$ cat src/rtl/classifier_head_batch_pkg.sv
// Shared types for the batched classifier head: controller state encoding and
// the width helper used for index ports.
package classifier_head_batch_pkg;

    typedef enum logic [2:0] {
        ST_IDLE,
        ST_REQ,
        ST_WAIT,
        ST_SCAN,
        ST_EMIT
    } state_t;

    // Width of an index able to count 0..n-1, never narrower than one bit.
    function automatic int clog2_min1(input int n);
        return (n <= 2) ? 1 : $clog2(n);
    endfunction

endpackage

$ cat src/rtl/classifier_head_batch_argmax_seq.sv
// Running signed max tracker, one candidate per enabled cycle. Outputs show the
// max including the current candidate, so the last step can be captured directly.
module argmax_seq #(
    parameter int VAL_W = 33,
    parameter int IDX_W = 4
) (
    input  logic                    clk,
    input  logic                    reset,
    input  logic                    i_en,
    input  logic                    i_load,
    input  logic signed [VAL_W-1:0] i_value,
    input  logic [IDX_W-1:0]        i_index,
    output logic signed [VAL_W-1:0] o_max,
    output logic [IDX_W-1:0]        o_idx
);

    logic signed [VAL_W-1:0] r_max;
    logic [IDX_W-1:0]        r_idx;
    logic                    w_take;

    // Strictly greater keeps the earlier index on ties.
    assign w_take = i_load || (i_value > r_max);
    assign o_max  = w_take ? i_value : r_max;
    assign o_idx  = w_take ? i_index : r_idx;

    always_ff @(posedge clk or posedge reset) begin
        if (reset) begin
            r_max <= '0;
            r_idx <= '0;
        end else if (i_en) begin
            r_max <= o_max;
            r_idx <= o_idx;
        end
    end

endmodule

$ cat src/rtl/classifier_head_batch.sv
// Batch controller: fetches each image's class scores, adds bias, scans for the
// argmax one class per cycle and emits the winning class/score per image.
//   state | meaning
//   IDLE  | waiting for start
//   REQ   | one-cycle fetch request for image_idx
//   WAIT  | waiting for scores_valid, biased sums registered on arrival
//   SCAN  | one class per cycle through the argmax tracker
//   EMIT  | result_valid (and done on the last image)
module classifier_head_batch
    import classifier_head_batch_pkg::*;
#(
    parameter int DATA_WIDTH  = 16,
    parameter int ACC_WIDTH   = 2*DATA_WIDTH,
    parameter int NUM_CLASSES = 10,
    parameter int BATCH       = 10,
    localparam int IDX_W      = clog2_min1(BATCH),
    localparam int CLS_W      = clog2_min1(NUM_CLASSES),
    localparam int SUM_W      = ACC_WIDTH + 1
) (
    input  logic                                   clk,
    input  logic                                   reset,
    input  logic                                   start,
    input  logic                                   abort,
    output logic                                   fetch_req,
    output logic [IDX_W-1:0]                       image_idx,
    input  logic                                   scores_valid,
    input  logic [NUM_CLASSES-1:0][ACC_WIDTH-1:0]  scores,
    input  logic [NUM_CLASSES-1:0][DATA_WIDTH-1:0] bias,
    output logic                                   busy,
    output logic                                   result_valid,
    output logic [CLS_W-1:0]                       result_class,
    output logic [NUM_CLASSES-1:0]                 result_onehot,
    output logic signed [SUM_W-1:0]                result_score,
    output logic                                   done
);

    state_t                  r_state, w_next;
    logic [IDX_W-1:0]        r_img;
    logic [CLS_W-1:0]        r_k;
    logic signed [SUM_W-1:0] r_sum [NUM_CLASSES];
    logic [CLS_W-1:0]        r_class;
    logic [NUM_CLASSES-1:0]  r_onehot;
    logic signed [SUM_W-1:0] r_score;
    logic                    w_last_cls, w_last_img, w_accept, w_capture, w_scan;
    logic signed [SUM_W-1:0] w_max;
    logic [CLS_W-1:0]        w_max_idx;

    assign w_scan     = (r_state == ST_SCAN);
    assign w_last_cls = (r_k == CLS_W'(NUM_CLASSES-1));
    assign w_last_img = (r_img == IDX_W'(BATCH-1));
    assign w_accept   = (r_state == ST_WAIT) && scores_valid && !abort;
    assign w_capture  = w_scan && w_last_cls && !abort;

    always_ff @(posedge clk or posedge reset) begin
        if (reset) r_state <= ST_IDLE;
        else       r_state <= w_next;
    end

    always_comb begin
        w_next = r_state;
        if (r_state != ST_IDLE && abort) begin
            w_next = ST_IDLE;
        end else begin
            case (r_state)
                ST_IDLE: if (start) w_next = ST_REQ;
                ST_REQ:  w_next = ST_WAIT;
                ST_WAIT: if (scores_valid) w_next = ST_SCAN;
                ST_SCAN: if (w_last_cls) w_next = ST_EMIT;
                ST_EMIT: w_next = w_last_img ? ST_IDLE : ST_REQ;
                default: w_next = ST_IDLE;
            endcase
        end
    end

    always_comb begin
        busy         = (r_state != ST_IDLE);
        fetch_req    = (r_state == ST_REQ);
        result_valid = (r_state == ST_EMIT) && !abort;
        done         = result_valid && w_last_img;
    end

    // Sums are one bit wider than the scores so score+bias can never wrap.
    always_ff @(posedge clk or posedge reset) begin
        if (reset) begin
            for (int k = 0; k < NUM_CLASSES; k++) r_sum[k] <= '0;
        end else if (w_accept) begin
            for (int k = 0; k < NUM_CLASSES; k++)
                r_sum[k] <= SUM_W'($signed(scores[k])) + SUM_W'($signed(bias[k]));
        end
    end

    always_ff @(posedge clk or posedge reset) begin
        if (reset) begin
            r_img    <= '0;
            r_k      <= '0;
            r_class  <= '0;
            r_onehot <= '0;
            r_score  <= '0;
        end else begin
            if (r_state == ST_IDLE && start)
                r_img <= '0;
            else if (r_state == ST_EMIT && !abort && !w_last_img)
                r_img <= r_img + 1'b1;

            if (w_accept)
                r_k <= '0;
            else if (w_scan)
                r_k <= r_k + 1'b1;

            if (w_capture) begin
                r_class  <= w_max_idx;
                r_onehot <= NUM_CLASSES'(1) << w_max_idx;
                r_score  <= w_max;
            end
        end
    end

    argmax_seq #(
        .VAL_W (SUM_W),
        .IDX_W (CLS_W)
    ) u_argmax (
        .clk     (clk),
        .reset   (reset),
        .i_en    (w_scan),
        .i_load  (r_k == '0),
        .i_value (r_sum[r_k]),
        .i_index (r_k),
        .o_max   (w_max),
        .o_idx   (w_max_idx)
    );

    assign image_idx     = r_img;
    assign result_class  = r_class;
    assign result_onehot = r_onehot;
    assign result_score  = r_score;

endmodule

$ cat config.mk
export PLATFORM = sky130hd
export DESIGN_NAME = classifier_head_batch
export DESIGN_NICKNAME = d
export VERILOG_FILES = /design/src/rtl/classifier_head_batch_pkg.sv /design/src/rtl/classifier_head_batch_argmax_seq.sv /design/src/rtl/classifier_head_batch.sv
export SDC_FILE = /design/constraint.sdc
export NUM_CORES = 2
export LEC_CHECK = 0
export ABC_AREA = 1
export CORE_MARGIN = 3
export CORE_UTILIZATION = 45
export DETAILED_ROUTE_END_ITERATION = 10
export DONT_BUFFER_PORTS = 1
export PLACE_DENSITY = 0.63
export SLEW_MARGIN = 20
export SYNTH_ARGS = -nofsm -noshare
export SYNTH_HDL_FRONTEND = slang
export SYNTH_HIERARCHICAL = 1
export SYNTH_SLANG_ARGS = --single-unit
$ cat constraint.sdc
create_clock -name clk -period 15.9 [get_ports clk]
set_input_delay 1.59 -clock clk [delete_from_list [all_inputs] [get_ports clk]]
set_output_delay 1.59 -clock clk [all_outputs]
set_load 0.02 [all_outputs]
Word level (Yosys, flattened, before mapping). Index checks and enable logic that the tools add are counted.

$add $sub $neg: 12. Multipliers: 0. Div/mod/pow operators: 0. $lt $le $gt $ge: 2. Eq/ne operators: 9. Shift-type cells: 1. Multiplexer cells: 15. Bitwise logic cells: 1. Reduce and logical (&&, ||, !) cells: 18.

Operator list (number): 32-bit by 16-bit adder with 33-bit output (10); 33-bit binary-select mux with 4-bit select (1); 33-bit 2-to-1 mux (3); 33-bit > comparator (1); 4-bit 2-to-1 mux (5); 3-bit case mux with 5 select lines (1); 3-bit 2-to-1 mux (4); 1-bit by 4-bit left shift with 10-bit output, first input constant (1); 1-bit logical AND (9); 4-bit by 1-bit adder with 4-bit output, second input constant (2); 4-bit == test, second input constant (2); 3-bit by 2-bit == test with 1-bit output, second input constant (2); 3-bit by 2-bit inequality test with 1-bit output, second input constant (2); 5-bit >= comparator, second input constant (1); 4-bit NOT with 5-bit output (1); 4-bit logical NOT (1); 2-bit nonzero test (2); 3-bit by 1-bit == test with 1-bit output, second input constant (1); 3-bit == test, second input constant (1); 3-bit logical NOT (1); 3-bit inequality test, second input constant (1); 3-bit AND reduction (1); 3-bit nonzero test (1); 1-bit logical NOT (2); 2 further kinds (2).

Flip-flop bits (word level): 425. Bits in latches: 0. RAM bits: 0. Bits in read-only memories: 0. Output and inout bits: 55. Logic and storage cells: 76. Memories: 0.

Logic depth before layout (Yosys ltp).
Depth after elaboration: 8. Mapped depth: 28. Mapped depth without buffers: 24.

Cells and area by module. The synthesis kept the hierarchy.

By module, submodules not included: classifier_head_batch (instances 1, cells an instance 7280, area an instance 41518.6 um^2); argmax_seq (instances 1, cells an instance 494, area an instance 3612.2 um^2).

Worst setup path after synthesis. Ideal clock, no wire load.

Path type: input -> output. Start point: in abort. End point: out done. Arrival time: 2.184 ns. Data required time: 14.310 ns. Setup slack: 12.126 ns. Stages: 3. Cells stage by stage: inv_1 nand3_1 nor2_1.

Word-level cells in the longest chain between the ends: 3.

RTL lines: start, declared (line classifier_head_batch.sv:23) `input logic abort,`; 1-bit logical NOT (line classifier_head_batch.sv:78) `result_valid = (r_state == ST_EMIT) && !abort;`; 1-bit logical AND (line classifier_head_batch.sv:78); 1-bit logical AND (line classifier_head_batch.sv:79) `done = result_valid && w_last_img;`; end, declared (line classifier_head_batch.sv:34) `output logic done`.

Every way passes these cells.

Worst setup path after layout.
Start point: reg r_k[1]. End point: reg r_onehot[2] (netlist: result_onehot[2]).

Word-level cells in the longest chain between the ends: 8. Elaborated cells between the ends (all ways): 12.

RTL lines: start, declared (line classifier_head_batch.sv:39) `logic [CLS_W-1:0] r_k;`; start signal, assigned (line classifier_head_batch.sv:108) `r_k <= r_k + 1'b1;`; 4-bit NOT with 5-bit output (implied by the code) (line classifier_head_batch.sv:126) `.i_value (r_sum[r_k]),`; 33-bit binary-select mux with 4-bit select (line classifier_head_batch.sv:126); 33-bit 2-to-1 mux (implied by the code) (2 in series) (line classifier_head_batch.sv:126); 33-bit > comparator (line classifier_head_batch_argmax_seq.sv:22) `assign w_take = i_load || (i_value > r_max);`; 1-bit logical OR (*) (line classifier_head_batch_argmax_seq.sv:22); 4-bit 2-to-1 mux (*) (line classifier_head_batch_argmax_seq.sv:24) `assign o_idx = w_take ? i_index : r_idx;`; via w_max_idx[0] (line classifier_head_batch.sv:46) `logic [CLS_W-1:0] w_max_idx;`; 1-bit by 4-bit left shift with 10-bit output (*) (line classifier_head_batch.sv:112) `r_onehot <= NUM_CLASSES'(1) << w_max_idx;`; end signal, assigned (line classifier_head_batch.sv:112); end, declared (line classifier_head_batch.sv:42) `logic [NUM_CLASSES-1:0] r_onehot;`.

The timed path passes the listed nets; every way through them passes the cells marked *. The select of a mux whose other input is x is not followed. A chain may end at the register's enable or synchronous reset.

==> metrics <==
clk_lat worst skew=600 ps; Critical Path End Type=register; Max Fanout on Critical Path=91; leakage power=28.7 nW; vias in the first global route=42600; routed vias/inst=5.18; row count=115; routability cong.=0.977; crit path DAT=6350 ps; syn nets=8627; top_reg_cell synth=dfrtp_1; Reg clk slew, reported paths=60 ps; Routed Wire Length=170 mm; synth cell count leaders=nand2_1, inv_1, nand3_1, nor2_1, dfrtp_1; Initial DRC Count=4467; Setup TNS Final=0 ps; worst slew pin tran=988 ps; Setup Fix Bufs, Post-CTS=0; hpwl dp=142 mm; die area=104000 µm²; Slew HR=34.1%; Die Y=323 µm; Synth top area share=27.5%; Post-Synthesis Cells=7774; worst clock skew=22.2 ps; synthesized area per cell=5.81 µm²; global-route wire length before repair=255 mm; Routed Antenna Nets=0; max-slew violation count=0; Max Cap Violations=0; Initial Util=45.7%; Total Routing Usage GR=31.8%; fmax=0.170 GHz; H-Tree Depth=2; clock buffer count from CTS=49; Area Overhead vs Synth=5.57%; Top Ports=540; crit path time final=5870 ps; layout cell share with drive strength beyond 1=2.26%; dpl ws=10230 ps; Hold Violations, Final=0; synthesized flop and latch total=425; TritonCTS clock tree=built; initial antenna violation count=9; most common cell in the netlist=nand2_1; status=completed; Via Count=46600; ranking of synthesized cells by area=nand2_1, dfrtp_1, inv_1; # fillers=10700; Hold WC Path Type=reg2reg; cell area after layout=47600 µm²; Ys Warns=6; Core Area=98900 µm²; worst setup margin=10030 ps; Setup CP Type=reg2reg; nets=8525; met2 usage=51.1%; Final period util=36.9%; VDD IR max=0.292 mV; Synth Cell Area=45100 µm²; Root Buffer=clkbuf_16; Placed Area=45900 µm²; final setup fails=0; asr flop ratio synth=100%; Die Width=323 µm; gr ovfl total=0; GRT Max-Usage Layer=met2; startpoint types=register; Worst Path Required=16380 ps; drt wl/cell=18.9 µm; RSZ-0062 raised after global routing=no; drt pass-1 iters=6; Hold Buf Count CTS=0; pwr dens=149 nW/µm²; clock sink total=425; Design Power=0.00708 W; PostCTS Resize Cnt=0; Synth area leader=nand2_1; largest net degree at the start of global routing=150; CTS max path bufs=3; part of the Yosys area used for sequential elements=23.6%; Final Util=48.2%; routing usage on met1=44.8%; Distinct cells, synth=46; met3 Use GR=5.17%; number of synthesized flops with an enable pin=0; port buffer count=0; DRC=0
worst paths after layout:
check,depth (start not counted),endpoint,slack [ps],from
max in group asynchronous,3,r_sum[28],12660,reset
hold / removal,2,u_argmax/r_max[6],480,u_argmax/r_max[6]
hold reg to reg,2,u_argmax/r_max[6],480,u_argmax/r_max[6]
setup reg to reg,22,result_onehot[2],10030,r_k[1]
min in group asynchronous,1,result_score[5],1000,reset
setup / recovery,22,result_onehot[2],10030,r_k[1]
critical path, cell delays in order (launching register included):
cell     delay [ps]
dfrtp_2         390
buf_4           340
inv_2           580
buf_4           630
o21ai_0         180
o21ai_0         310
nand3_1         110
nand3_1         140
ha_1            240
nand2_1          60
nor2_1           50
nand3_1         100
nor2_1           50
nand2_1          60
nand2_1          60
nor2_2          160
nand3_4         570
nand3_4         680
nand2_1         150
and2_1          230
inv_1           110
nand2_1          70
o41ai_1         330
cell type report:
type / count / area (µm²) / area share, %
antenna: 3 / 7.51 / 0.0158
timing repair buffer: 19 / 175 / 0.368
clock inverter: 23 / 307 / 0.643
inverter: 1374 / 5170 / 10.9
multi-input combinational: 5803 / 28300 / 59.4
clock buffer: 65 / 1410 / 2.95
tap: 1287 / 1610 / 3.38
sequential: 425 / 10600 / 22.3
logic make-up after synthesis:
group	Yosys count	share of synthesized area, %
adders and majority gates	368	10.4
DFF	425	23.6
and+or+nand+nor	4621	41.7
buffers and inverters	1546	13.7
AOI/OAI and AO/OA	673	7.95
xor gates and xnor gates	141	2.74
power by group:
part	leakage (nW)	switching, W	internal [W]
sequential	5.38	0.000546	0.00154
combinational	22.5	0.00257	0.00123
clock	0.843	0.000487	0.000709
total	28.7	0.00360	0.00347
cells in the final DEF (no fill, tap or decap), drive strengths merged:
cell,n
a21o,12
or2,10
nand4,62
xnor2,131
o41ai,4
inv,1380
clkbuf,65
o311ai,1
o21ai,331
fa,10
a31oi,1
bufinv,5
o22ai,60
nand3b,37
clkinv,11
nand2,3311
o21bai,30
dfrtp,425
clkinvlp,1
nor2,549
buf,19
nor3,40
a21oi,230
diode,3
o31ai,4
ha,358
and2,38
nand3,574
xor2,10
state kept, by name, indices dropped and copies added (netlist names):
| register | flops |
|---|---|
| r_state | 3 |
| result_class | 4 |
| image_idx | 4 |
| u_argmax/r_max | 33 |
| u_argmax/r_idx | 4 |
| r_k | 4 |
| r_sum | 330 |
| result_score | 33 |
| result_onehot | 10 |
stage by stage:
stage | hold WS (ps) | cells
6_report | 482 | 8999
5_1_grt | 496 | 8999
4_1_cts | 482 | 8995
3_5_place_dp | 465 | 8907
3_3_place_gp | 461 | 8907
2_1_floorplan | 444 | 7774
layer usage:
layer / part of all wire [%] / wire length [µm]
met1: 46 / 77700
met2: 45 / 75900
met3: 7.6 / 12900
met4: 2.1 / 3650
met5: 0.022 / 37
Note: power is estimated with default switching activity, not from simulation.
